**config.mk**
```make
export PLATFORM = sky130hd
export DESIGN_NAME = tlb_fill_ctl
export DESIGN_NICKNAME = d
export VERILOG_FILES = /design/src/rtl/tlb_pkg.sv /design/src/rtl/tlb_parity_gen.sv /design/src/rtl/tlb_fill_ctl.sv
export SDC_FILE = /design/constraint.sdc
export NUM_CORES = 1
export LEC_CHECK = 0
export ABC_CLOCK_PERIOD_IN_PS = 5300
export CAP_MARGIN = 20
export CORE_AREA = 2 2 93 95
export CTS_BUF_LIST = sky130_fd_sc_hd__clkbuf_4 sky130_fd_sc_hd__clkbuf_8 sky130_fd_sc_hd__clkbuf_16
export CTS_CLUSTER_DIAMETER = 100
export DETAILED_ROUTE_END_ITERATION = 8
export DIE_AREA = 0 0 95 97
export GPL_TIMING_DRIVEN = 0
export MAX_ROUTING_LAYER = met4
export PLACE_DENSITY = 0.75
export SYNTH_ARGS = -nofsm -noshare
export SYNTH_HDL_FRONTEND = slang
export SYNTH_SLANG_ARGS = --single-unit
```
**constraint.sdc**
```tcl
create_clock -name b_clk_l -period 5.3 [get_ports b_clk_l]
set_clock_uncertainty 0.2 [all_clocks]
set_input_delay 0.795 -clock b_clk_l [delete_from_list [all_inputs] [get_ports b_clk_l]]
set_output_delay 0.795 -clock b_clk_l [all_outputs]
set_load 0.01 [all_outputs]
```
**src/rtl/tlb_pkg.sv**
```systemverilog
// tlb_pkg: shared op/state encodings and parity helpers for the TLB write path.
package tlb_pkg;
    localparam int NGROUPS_DEF = 2;
    typedef enum logic [1:0] {OP_FILL, OP_TBIS, OP_TBIA, OP_RSVD} op_t;
    typedef enum logic [1:0] {IDLE, LOOKUP, WRITE, SWEEP} state_t;
    function automatic logic tag_parity(input logic valid, input logic [14:0] tag);
        return ~^{valid, tag};
    endfunction
    // data_h holds PTE bits [23:4], so fields are [7:0], [15:8], [19:16] here
    function automatic logic [2:0] data_parity(input logic [19:0] data);
        return {~^data[19:16], ~^data[15:8], ~^data[7:0]};
    endfunction
endpackage

```
**src/rtl/tlb_parity_gen.sv**
```systemverilog
// tlb_parity_gen: odd tag and per-field data parity for the shared group write bus.
module tlb_parity_gen import tlb_pkg::*; (
    input  logic        valid,
    input  logic [14:0] tag,
    input  logic [19:0] data,
    output logic        tag_par,
    output logic [2:0]  data_par
);
    always_comb begin
        tag_par  = tag_parity(valid, tag);
        data_par = data_parity(data);
    end
endmodule

```
**src/rtl/tlb_fill_ctl.sv**
```systemverilog
// tlb_fill_ctl: write-side controller running TLB fill, TBIS and TBIA over the tlbgroup array pair.
module tlb_fill_ctl import tlb_pkg::*; #(
    parameter int NGROUPS    = NGROUPS_DEF,
    parameter int INIT_SWEEP = 1
) (
    input  logic               b_clk_l,
    input  logic               reset_h,
    input  logic               req_valid_h,
    input  logic [1:0]         req_op_h,
    input  logic [14:0]        req_tag_h,
    input  logic [7:0]         req_index_h,
    input  logic [19:0]        req_data_h,
    input  logic [NGROUPS-1:0] grp_hit_h,
    output logic               busy_h,
    output logic               done_h,
    output logic [7:0]         index_h,
    output logic [14:0]        in_tag_h,
    output logic               in_valid_h,
    output logic               tag_par_in_h,
    output logic [19:0]        data_h,
    output logic [2:0]         data_par_in_h,
    output logic [NGROUPS-1:0] write_h
);
    localparam int PW = NGROUPS > 1 ? $clog2(NGROUPS) : 1;
    state_t state;
    op_t op, rop;
    logic lk;
    logic [PW-1:0] ptr, ptr_nxt;
    logic [NGROUPS-1:0] low_hit, fill_wr;
    always_comb begin
        rop     = op_t'(req_op_h);
        low_hit = grp_hit_h & (~grp_hit_h + NGROUPS'(1));
        ptr_nxt = (ptr == PW'(NGROUPS - 1)) ? '0 : ptr + PW'(1);
        fill_wr = |grp_hit_h ? low_hit : NGROUPS'(1) << ptr;
    end
    // lk marks the second lookup cycle, when the groups' hit outputs are valid
    always_ff @(posedge b_clk_l or posedge reset_h) begin
        if (reset_h) begin
            state      <= INIT_SWEEP != 0 ? SWEEP : IDLE;
            busy_h     <= INIT_SWEEP != 0;
            op         <= OP_FILL;
            lk         <= 1'b0;
            ptr        <= '0;
            done_h     <= 1'b0;
            write_h    <= '0;
            index_h    <= '0;
            in_tag_h   <= '0;
            in_valid_h <= 1'b0;
            data_h     <= '0;
        end else begin
            done_h     <= 1'b0;
            write_h    <= '0;
            in_valid_h <= 1'b0;
            case (state)
                IDLE: if (req_valid_h) begin
                    op       <= rop;
                    busy_h   <= 1'b1;
                    lk       <= 1'b0;
                    index_h  <= rop == OP_TBIA ? '0 : req_index_h;
                    in_tag_h <= req_op_h[1] ? '0 : req_tag_h;
                    data_h   <= rop == OP_FILL ? req_data_h : '0;
                    write_h  <= {NGROUPS{rop == OP_TBIA}};
                    done_h   <= rop == OP_RSVD;
                    state    <= req_op_h[1] ? (req_op_h[0] ? WRITE : SWEEP) : LOOKUP;
                end
                LOOKUP: begin
                    lk <= 1'b1;
                    if (lk) begin
                        state      <= WRITE;
                        done_h     <= 1'b1;
                        in_valid_h <= op == OP_FILL;
                        write_h    <= op == OP_FILL ? fill_wr : grp_hit_h;
                        if (op == OP_FILL && !(|grp_hit_h)) ptr <= ptr_nxt;
                    end
                end
                WRITE: begin
                    state  <= IDLE;
                    busy_h <= 1'b0;
                end
                SWEEP: begin
                    // write_h low here only for the post-reset start cycle
                    if (write_h[0] && index_h == 8'hff) begin
                        state   <= IDLE;
                        busy_h  <= 1'b0;
                        index_h <= '0;
                    end else begin
                        write_h <= '1;
                        index_h <= index_h + {7'd0, write_h[0]};
                        done_h  <= write_h[0] && index_h == 8'hfe;
                    end
                end
            endcase
        end
    end
    tlb_parity_gen u_par (
        .valid   (in_valid_h),
        .tag     (in_tag_h),
        .data    (data_h),
        .tag_par (tag_par_in_h),
        .data_par(data_par_in_h)
    );
endmodule

```
-- Word-level counts from Yosys, hierarchy flattened
Index checks and enable logic that the tools add are counted.
- bitwise gates (word level): 2
- mux-type cells: 30
- shift-type cells: 1
- equality and inequality tests: 10
- divide/modulo/power cells: 0
- order comparisons: 0
- multiply operators: 0
- reductions and logical operators: 21
- $add $sub $neg: 3
- operators with widths (operator ; count):
    $mux 8 ; 3
    $mux 20 ; 1
    $mux 2 ; 9
    $eq 8x8->1 const B ; 2
    $pmux 8 s2 ; 1
    $reduce_xnor 16->1 ; 1
    $reduce_xnor 8->1 ; 2
    $mux 15 ; 1
    $mux 1 ; 10
    $reduce_and 3->1 ; 3
    $add 8x1->8 ; 1
    $eq 2x2->1 const B ; 4
    $pmux 2 s4 ; 1
    $logic_not 2->1 ; 3
    $ne 2x2->1 const B ; 3
    $pmux 1 s3 ; 2
    $pmux 2 s3 ; 1
    $reduce_and 2->1 ; 3
    $reduce_bool 2->1 ; 2
    $reduce_xnor 4->1 ; 1
    $logic_and 1x1->1 ; 3
    $reduce_bool 3->1 ; 1
    $add 2x1->2 const B ; 1
    $and 2x2->2 ; 1
    7 further kinds ; 7
- word-level logic and storage cells: 78
- bits in latches: 0
- bits of input ports: 50
- register bits after elaboration: 54
- memories kept: 0
- bits in read-only memories: 0
- RAM bits: 0

-- Depth between registers and ports, before layout
Gate-level depths: netlist (run 1).
- depth after elaboration: 7
- mapped depth: 7
- mapped depth without buffers: 6

-- Hierarchy
From an unflattened synthesis (run 1), not the netlist that was laid out.
- cells, all modules: 294
- area total of the unflattened synthesis: 2706.3 um^2
- modules (own cells, without submodules) (module ; area each (um^2) ; instances ; sequential area each (um^2) ; cells each):
    tlb_fill_ctl ; 2426.1 ; 1 ; 1355.0 ; 262
    tlb_parity_gen ; 280.3 ; 1 ; 0.0 ; 32

-- Worst setup path after synthesis (run 1)
No wires, ideal clock.
- path kind: register -> output
- start: reg in_tag_h[4]
- end: out tag_par_in_h
- cell stages (with the launch flop): 5
- arrival time: 1.126 ns
- setup slack: 3.179 ns
- cell sequence: dfrtp_1 xor2_1 xnor2_1 xnor2_1 xnor2_1
- longest elaborated chain between the ends: 1
- ends and longest elaborated chain (what ; RTL line ; source):
    start, declared ; tlb_fill_ctl.sv:17 ; output logic [14:0] in_tag_h,
    start signal, assigned ; tlb_fill_ctl.sv:60 ; in_tag_h <= req_op_h[1] ? '0 : req_tag_h;
    $reduce_xnor 16->1 ; tlb_pkg.sv:7 ; return ~^{valid, tag};
    end, declared ; tlb_fill_ctl.sv:19 ; output logic tag_par_in_h,
No other way between the ends.

-- Final worst setup path (run 1)
- start: reg in_tag_h[1]
- end: out tag_par_in_h
The elaborated chain is that of the path after synthesis.

==> impl_metrics.py, run 1 <==
metrics = {
    "outcome": {
        "status": "complete, no violations",
    },
    "final_layout": {
        "final_common_cell": "clkdlybuf4s50_1",
        "finish.net_count": 462,
        "drive_gt1_share_pct": 5.84,
        "post_layout_nonfiller_instances": 516,
        "layout.filler_cells": 773,
        "antenna_cells": 0,
        "layout_common_cells": "100 x clkdlybuf4s50_1, 69 x nand2_1, 51 x dfrtp_1, 30 x xnor2_1, 24 x nand3_1",
        "final_util_pct": 49.6,
        "area_growth_pct": 44.8,
    },
    "die": {
        "rows": 33,
        "die-area_um2": 9220,
        "initial_util_pct": 34.2,
        "total_core_area_um2": 8130,
        "die-width_um": 95,
        "dieHeight_um": 97,
        "num_io_pins": 102,
    },
    "global_route": {
        "grt.total_usage_pct": 16.4,
        "via_count_of_the_first_global_routing_pass": 2438,
        "grt-ovfl-total": 0,
        "grt_max_degree": 30,
        "initial_antenna_violation_count": 0,
        "grt_first_pass_wirelength_um": 11900,
    },
    "clock_network": {
        "cts_made_buffers": 5,
        "cts_resized": 0,
        "clock_tree_from_tritoncts": "done",
        "cts_num_sinks": 54,
        "clockRootBuffer": "clkbuf_8",
        "cts.hold.buffers_added": 0,
        "worst_setup_hold_path_clk_slew_ns": 0.11,
        "cts-root-to-sink-buffers": 2,
        "post-cts-setup-buffers": 0,
        "clock_latency_ns": 0.31,
        "ctsHtreeMaxLevel": 2,
    },
    "yosys": {
        "ys_seq_elements": 54,
        "synth_edf_count": 0,
        "dominantRegCellSynth": "dfrtp_1",
        "synth_warnings": 0,
        "synth.yosys.seq_area_share_pct": 48.7,
        "synthesis.nets": 354,
        "post_synth.cell_area_avg_um2": 9.22,
        "postSynthCellCount": 302,
        "ys_types": 47,
        "synth_area_um2": 2780,
        "fraction_of_registers_with_async_set_reset_pct": 100,
    },
    "routing": {
        "avgRoutedWirePerCell_um": 13.7,
        "detail_route.drc_violations": 0,
        "detailedRoute.firstPassIterationCount": 4,
        "dr_total_vias": 2495,
        "drt_iter0_markers": 72,
        "antenna_left": 0,
        "vias_per_cell": 4.84,
        "postRouteWirelength_um": 7080,
    },
    "placed_design": {
        "port-buffer-count": 100,
        "hpwl_detailed_um": 5330,
        "gpl.final_weighted_congestion": 0.870,
        "placed_cells": 508,
    },
    "sta": {
        "timing_hold_violations_final": 0,
        "finalHoldWorstSlack_ns": 0.280,
        "slew_violations": 0,
        "period_share_pct": 56.1,
        "slew_limit_headroom_pct": 60.3,
        "rsz_0062_raised_after_global_routing": "no",
        "fin_crit_ns": 2.97,
        "worst-slew-pin-transition_ns": 0.595,
        "setup-tns-final_ns": 0,
        "max_clock_freq_mhz": 336,
        "setup_viol": 0,
    },
    "pwr": {
        "irDropWorstVdd_mv": 0.371,
        "p_per_area_nw_per_um2": 608,
        "p_leak_nw": 1.71,
        "power_mw": 2.45,
    },
    "worst_setup_path": {
        "crit_path_start_kind": "flop",
        "critical_path_arrival_ns": 1.98,
        "critical_setup_path_kind": "reg -> out",
        "setup.worst_path.end_class": "output port",
        "cp_max_fo": 3,
        "worstPathRequired_ns": 4.30,
    },
    "run": {
        "cap_viol_max_count": 0,
    },
    "min_path": {
        "worst_hold_path_type": "reg -> reg",
    },
}
cell usage after synthesis (2+ instances only):
master | number | area (um2)
and4_1 | 2 | 17.5
nand2_1 | 69 | 259
nand2b_1 | 17 | 106
a21oi_1 | 8 | 40.0
nand3_1 | 24 | 120
inv_1 | 5 | 18.8
ha_1 | 2 | 25.0
a32oi_1 | 3 | 26.3
xor2_1 | 3 | 26.3
clkbuf_1 | 10 | 37.5
o21ai_0 | 17 | 85.1
nand4_1 | 3 | 18.8
dfrtp_1 | 51 | 1280
a31oi_1 | 3 | 18.8
xnor2_1 | 30 | 263
nor3_1 | 3 | 15.0
o211ai_1 | 2 | 15.0
nor2_1 | 10 | 37.5
and3_1 | 3 | 18.8
and2_1 | 2 | 12.5
buf_6 | 3 | 33.8
dfstp_2 | 3 | 78.8
a21o_1 | 2 | 15.0
buf_2 | 4 | 20.0
worst max-delay path, cell delays in order, from the launching register on:
cell and delay (ns):
dfrtp_1 0.42, xnor2_1 0.22, xnor2_1 0.17, xnor2_1 0.18, xnor2_1 0.14, clkdlybuf4s50_1 0.54
sequential cells by signal, indices dropped and copies added (netlist names):
name,flops
busy_h,1
data_h,20
done_h,1
in_tag_h,15
in_valid_h,1
index_h,8
lk,1
op,2
ptr,1
state,2
write_h,2
worst paths after layout:
| check | from | endpoint | slack, ns | cells after the start |
|---|---|---|---|---|
| min | op[1] | in_valid_h | 0.28 | 1 |
| min reg2reg | op[1] | in_valid_h | 0.28 | 1 |
| max in group asynchronous | reset_h | in_tag_h[14] | 3.68 | 3 |
| max reg2reg | index_h[4] | index_h[5] | 3.32 | 4 |
| min in group asynchronous | reset_h | data_h[9] | 0.67 | 2 |
| max | in_tag_h[1] | tag_par_in_h | 2.33 | 5 |
area by class of cell:
| class | count | area [um2] | area share [%] |
|---|---|---|---|
| timing repair buffer | 101 | 1020 | 25.3 |
| multi-input combinational | 225 | 1310 | 32.6 |
| buffer | 18 | 96.3 | 2.39 |
| inverter | 5 | 18.8 | 0.466 |
| clock buffer | 5 | 68.8 | 1.71 |
| tap | 105 | 131 | 3.26 |
| clock inverter | 3 | 26.3 | 0.652 |
| sequential | 54 | 1360 | 33.6 |
layer usage:
| layer | GRT usage [%] | share of wire [%] | vias to the layer above |
|---|---|---|---|
| li1 | - | - | 1241 |
| met2 | 25.5 | 47 | 86 |
| met3 | 3.35 | 6.1 | 5 |
| met4 | 2.34 | 0.48 | 0 |
| met5 | - | 0 | - |
| met1 | 22.8 | 46 | 1163 |
stage by stage:
step	setup WS, ns	cell area, um2
floorplan	3.00	2780
global placement	1.96	3920
detailed placement	2.41	3940
CTS	2.30	4030
global route	2.22	4030
finish	2.33	4030
kinds of logic after synthesis:
kind of cell | count (synthesis) | synth area share (%)
XOR/XNOR | 33 | 10.4
AND/OR/NAND/NOR | 140 | 24.0
adder cells (fa/ha/maj) | 2 | 0.899
flip-flops | 54 | 48.7
buffers and inverters | 23 | 4.13
AO/OA/AOI/OAI | 50 | 12.0
report_power, final:
group | internal, mW | switching [mW]
sequential | 0.590 | 0.175
combinational | 0.818 | 0.626
clock | 0.0958 | 0.146
Note: power is estimated with default switching activity, not from simulation.
==> run 2, diff against run 1 <==
- ABC_CLOCK_PERIOD_IN_PS: 5300 -> 2610
- PLACE_DENSITY: 0.75 -> 0.77
- clock period: 5.3 -> 2.61 ns (I/O delays scaled with it)
==> impl_metrics.py, run 2 (synthesis results as in run 1) <==
metrics = {
    "final_layout": {
        "final_common_cell": "clkdlybuf4s50_1",
        "antenna_cells": 0,
        "largest_registers": "data_h (20), in_tag_h (15), index_h (8)",
        "largest_reg_flops": 20,
        "regMostFlops": "data_h",
        "drive_gt1_share_pct": 6.78,
        "layout.filler_cells": 788,
        "final_util_pct": 50.0,
        "area_growth_pct": 46.0,
        "finish.net_count": 464,
        "layout_common_cells": "99 x clkdlybuf4s50_1, 69 x nand2_1, 51 x dfrtp_1, 28 x xnor2_1, 24 x nand3_1",
    },
    "pwr": {
        "p_leak_nw": 1.74,
        "power_mw": 5.02,
        "p_per_area_nw_per_um2": 1240,
        "irDropWorstVdd_mv": 0.501,
    },
    "sta": {
        "final.setup.worst_slack_ns": 0.196,
        "period_share_pct": 92.5,
        "finalHoldWorstSlack_ns": 0.143,
        "worst-slew-pin-transition_ns": 0.558,
        "timing_hold_violations_final": 0,
        "max_clock_freq_mhz": 414,
        "rsz_0062_raised_after_global_routing": "no",
        "fin_crit_ns": 2.41,
        "slew_violations": 0,
        "setup_viol": 0,
        "slew_limit_headroom_pct": 62.7,
    },
    "clock_network": {
        "cts-root-to-sink-buffers": 2,
        "worst_setup_hold_path_clk_slew_ns": 0.11,
        "cts_num_sinks": 54,
        "ctsHtreeMaxLevel": 2,
        "clockRootBuffer": "clkbuf_8",
        "cts_made_buffers": 5,
        "cts.hold.buffers_added": 0,
        "clock_tree_from_tritoncts": "done",
        "clock_latency_ns": 0.31,
    },
    "die": {
        "die-width_um": 95,
        "total_core_area_um2": 8130,
        "dieHeight_um": 97,
        "rows": 33,
        "initial_util_pct": 34.2,
        "num_io_pins": 102,
        "die-area_um2": 9220,
    },
    "worst_setup_path": {
        "critical_path_arrival_ns": 1.82,
        "cp_slowest_stage_delay_ns": 0.55,
        "cpLargestDelayFamily": "XOR/XNOR gates",
        "timing.critical_path.cells": "xnor2_1 > xnor2_1 > xnor2_1 > clkdlybuf4s50_1",
        "worstPathRequired_ns": 2.02,
        "cp_max_fo": 3,
        "cell_with_the_biggest_individual_delay_on_the_critical_path": "clkdlybuf4s50_1",
        "critPathMostFrequentCell": "xnor2_1",
        "timing.critical_path.buf_inv": 1,
        "crit_path_start_kind": "flop",
        "setup.worst_path.end_class": "output port",
        "critical_setup_path_kind": "reg -> out",
    },
    "routing": {
        "postRouteWirelength_um": 7490,
        "detail_route.drc_violations": 0,
        "detailedRoute.firstPassIterationCount": 4,
        "antenna_left": 0,
        "avgRoutedWirePerCell_um": 14.5,
        "dr_total_vias": 2528,
        "drt_iter0_markers": 104,
        "vias_per_cell": 4.88,
    },
    "outcome": {
        "status": "complete, no violations",
    },
    "global_route": {
        "grt_first_pass_wirelength_um": 12400,
        "gr-max-usage-layer": "met2",
        "grt_max_degree": 42,
        "grt.total_usage_pct": 17.2,
        "initial_antenna_violation_count": 0,
        "globalRouteMet1Util_pct": 22.1,
        "grt_use_met3_pct": 3.35,
        "gr-usage-met2_pct": 28.6,
        "via_count_of_the_first_global_routing_pass": 2587,
        "grt-ovfl-total": 0,
    },
    "placed_design": {
        "hpwl_detailed_um": 5640,
        "port-buffer-count": 100,
        "preCtsSetupSlack_ns": 0.161,
        "gpl.final_weighted_congestion": 0.844,
    },
    "min_path": {
        "worst_hold_path_type": "in -> async",
    },
    "run": {
        "cap_viol_max_count": 0,
    },
}
-- run 2: cell count changes in the layout (fill, tap and decap cells not counted), sizes merged --
| cell | before | now |
|---|---|---|
| clkdlybuf4s50 | 100 | 99 |
| buf | 8 | 10 |
| dlymetal6s2s | 0 | 1 |
-- run 2: what timing repair did --
action	CTS	global route
setup buffers	0	2
hold endpoints to repair	0	0
resized for setup	0	3
setup endpoints to repair	0	1
-- run 2: power by group --
group	internal, mW	leakage, nW	switching, mW	total (mW)
clock	0.195	0.0483	0.301	0.496
combinational	1.66	0.992	1.30	2.96
sequential	1.20	0.696	0.362	1.56
total	3.06	1.74	1.96	5.02
-- run 2: path summary, 6_finish.rpt --
check / startpoint / depth (start not counted) / endpoint / slack (ns)
setup / recovery: data_h[7] / 4 / data_par_in_h[0] / 0.20
hold / removal: reset_h / 2 / index_h[0] / 0.14
setup reg to reg: state[0] / 5 / index_h[5] / 0.62
hold reg to reg: op[1] / 1 / in_valid_h / 0.30
max in group asynchronous: reset_h / 3 / state[1] / 1.48
min in group b_clk_l: req_op_h[1] / 3 / op[1] / 0.25
-- run 2: per-layer routing --
metal  vias up  share of wire, %
met1      1189                45
met4         0              0.71
li1       1245                 -
met2        87                50
met3         7               5.2
met5         -                 0
-- run 2: area by class of cell --
class                           count  area (um2)  area share [%]
Multi-Input combinational cell    225        1330            32.7
Tap cell                          105         131            3.23
Inverter                            5        18.8           0.462
Clock inverter                      3        26.3           0.647
Clock buffer                        5        68.8            1.69
Timing Repair Buffer              103        1040            25.6
Buffer                             18        96.3            2.37
Sequential cell                    54        1360            33.3
-- run 2: worst register-to-register path: stages (launching register included) --
cell	delay, ns
dfstp_2	0.55
buf_6	0.12
and2_1	0.12
clkbuf_2	0.22
nand2_1	0.22
a2111oi_1	0.43
-- run 2: metrics by stage --
step,cells,instance area (um2),TNS (ns)
floorplan,302,2780,0
global placement,507,3920,-18.52
detailed placement,508,3940,0
CTS,516,4030,0
global route,518,4060,0
finish,518,4060,0
==> run 3, diff against run 2 <==
- PLACE_DENSITY: 0.77 -> 0.66
==> impl_metrics.py, run 3 (synthesis results as in run 1) <==
metrics = {
    "outcome": {
        "status": "complete, no violations",
    },
    "global_route": {
        "grt.total_usage_pct": 16.9,
        "grt_max_degree": 34,
        "grt_first_pass_wirelength_um": 12200,
        "via_count_of_the_first_global_routing_pass": 2463,
        "grt-ovfl-total": 0,
        "initial_antenna_violation_count": 0,
    },
    "worst_setup_path": {
        "crit_path_start_kind": "flop",
        "critical_setup_path_kind": "reg -> out",
        "cp_max_fo": 3,
        "worstPathRequired_ns": 2.02,
        "critical_path_arrival_ns": 1.79,
        "setup.worst_path.end_class": "output port",
    },
    "sta": {
        "slew_violations": 0,
        "setup_viol": 0,
        "rsz_0062_raised_after_global_routing": "no",
        "max_clock_freq_mhz": 420,
        "fin_crit_ns": 2.38,
        "finalHoldWorstSlack_ns": 0.225,
        "slew_limit_headroom_pct": 60.8,
        "period_share_pct": 91.1,
        "worst-slew-pin-transition_ns": 0.585,
        "timing_hold_violations_final": 0,
        "setup-tns-final_ns": 0,
    },
    "final_layout": {
        "final_common_cell": "clkdlybuf4s50_1",
        "post_layout_nonfiller_instances": 516,
        "largest_registers": "data_h (20), in_tag_h (15), index_h (8)",
        "drive_gt1_share_pct": 5.84,
        "regMostFlops": "data_h",
        "antenna_cells": 0,
        "finish.net_count": 462,
        "layout_common_cells": "99 x clkdlybuf4s50_1, 69 x nand2_1, 51 x dfrtp_1, 30 x xnor2_1, 24 x nand3_1",
        "area_growth_pct": 45.6,
        "largest_reg_flops": 20,
    },
    "clock_network": {
        "worst_setup_hold_path_clk_slew_ns": 0.09,
        "cts.hold.buffers_added": 0,
        "cts_num_sinks": 54,
        "ctsHtreeMaxLevel": 2,
        "clock_latency_ns": 0.31,
        "cts_made_buffers": 5,
        "cts-root-to-sink-buffers": 2,
        "post-cts-setup-buffers": 0,
        "clock_tree_from_tritoncts": "done",
        "clockRootBuffer": "clkbuf_8",
        "cts_resized": 0,
    },
    "pwr": {
        "p_per_area_nw_per_um2": 1250,
        "irDropWorstVdd_mv": 0.644,
        "p_leak_nw": 1.72,
        "power_mw": 5.05,
    },
    "die": {
        "die-area_um2": 9220,
        "die-width_um": 95,
        "initial_util_pct": 34.2,
        "rows": 33,
        "num_io_pins": 102,
        "dieHeight_um": 97,
        "total_core_area_um2": 8130,
    },
    "routing": {
        "detailedRoute.firstPassIterationCount": 4,
        "dr_total_vias": 2546,
        "vias_per_cell": 4.93,
        "avgRoutedWirePerCell_um": 14.4,
        "postRouteWirelength_um": 7410,
        "detail_route.drc_violations": 0,
        "drt_iter0_markers": 81,
        "antenna_left": 0,
    },
    "placed_design": {
        "placed_cells": 508,
        "hpwl_detailed_um": 5480,
        "gpl.final_weighted_congestion": 0.824,
        "port-buffer-count": 100,
    },
    "run": {
        "cap_viol_max_count": 0,
    },
    "min_path": {
        "worst_hold_path_type": "in -> async",
    },
}
-- run 3: changes by cell type in the layout (fill, tap and decap cells not counted) --
cell | before | now
clkinv_4 | 3 | 0
buf_4 | 2 | 0
clkinvlp_4 | 0 | 2
xnor2_1 | 28 | 30
xnor2_2 | 2 | 0
bufinv_16 | 0 | 1
-- run 3: where the power goes --
part,internal [mW],total [mW],switching (mW)
Combinational,1.64,2.93,1.30
Sequential,1.20,1.55,0.347
Clock,0.286,0.574,0.288
Total,3.12,5.05,1.93
-- run 3: area by class of cell --
cell class                 instances  area (um2)
fill                             771        4080
clock inverter                     3        45.0
timing repair buffer             101        1020
inverter                           5        18.8
multi-input combinational        225        1310
tap                              105         131
sequential                        54        1360
buffer                            18        96.3
clock buffer                       5        68.8
-- run 3: through the flow --
step           utilization [%]  cell area (um2)  setup WS (ns)
2_1_floorplan                -             2780          0.709
3_5_place_dp              48.4             3940          0.109
4_1_cts                   49.8             4050         0.0265
3_3_place_gp              48.1             3920         -0.377
5_1_grt                   49.8             4050          0.108
6_report                  49.8             4050          0.232
-- run 3: critical path, cell delays in order, from the launching register on --
cell	delay, ns
dfrtp_1	0.41
xnor2_1	0.23
xnor2_1	0.16
xnor2_1	0.14
clkdlybuf4s50_1	0.55
-- run 3: worst paths after layout --
path | from | end | slack [ns] | cells after the start
min reg2reg | op[0] | in_valid_h | 0.29 | 1
max reg2reg | state[1] | data_h[19] | 0.59 | 5
min in group b_clk_l | req_op_h[1] | op[1] | 0.25 | 3
max | data_h[7] | data_par_in_h[0] | 0.23 | 4
max in group asynchronous | reset_h | busy_h | 1.38 | 3
min | reset_h | in_tag_h[8] | 0.22 | 2
-- run 3: routing by layer --
| metal | share of wire (%) | global-route usage (%) | up-vias |
|---|---|---|---|
| li1 | - | - | 1238 |
| met1 | 47 | 23.2 | 1217 |
| met2 | 47 | 26.7 | 85 |
| met3 | 4.8 | 2.65 | 6 |
| met4 | 0.47 | 3.01 | 0 |
| met5 | 0 | - | - |
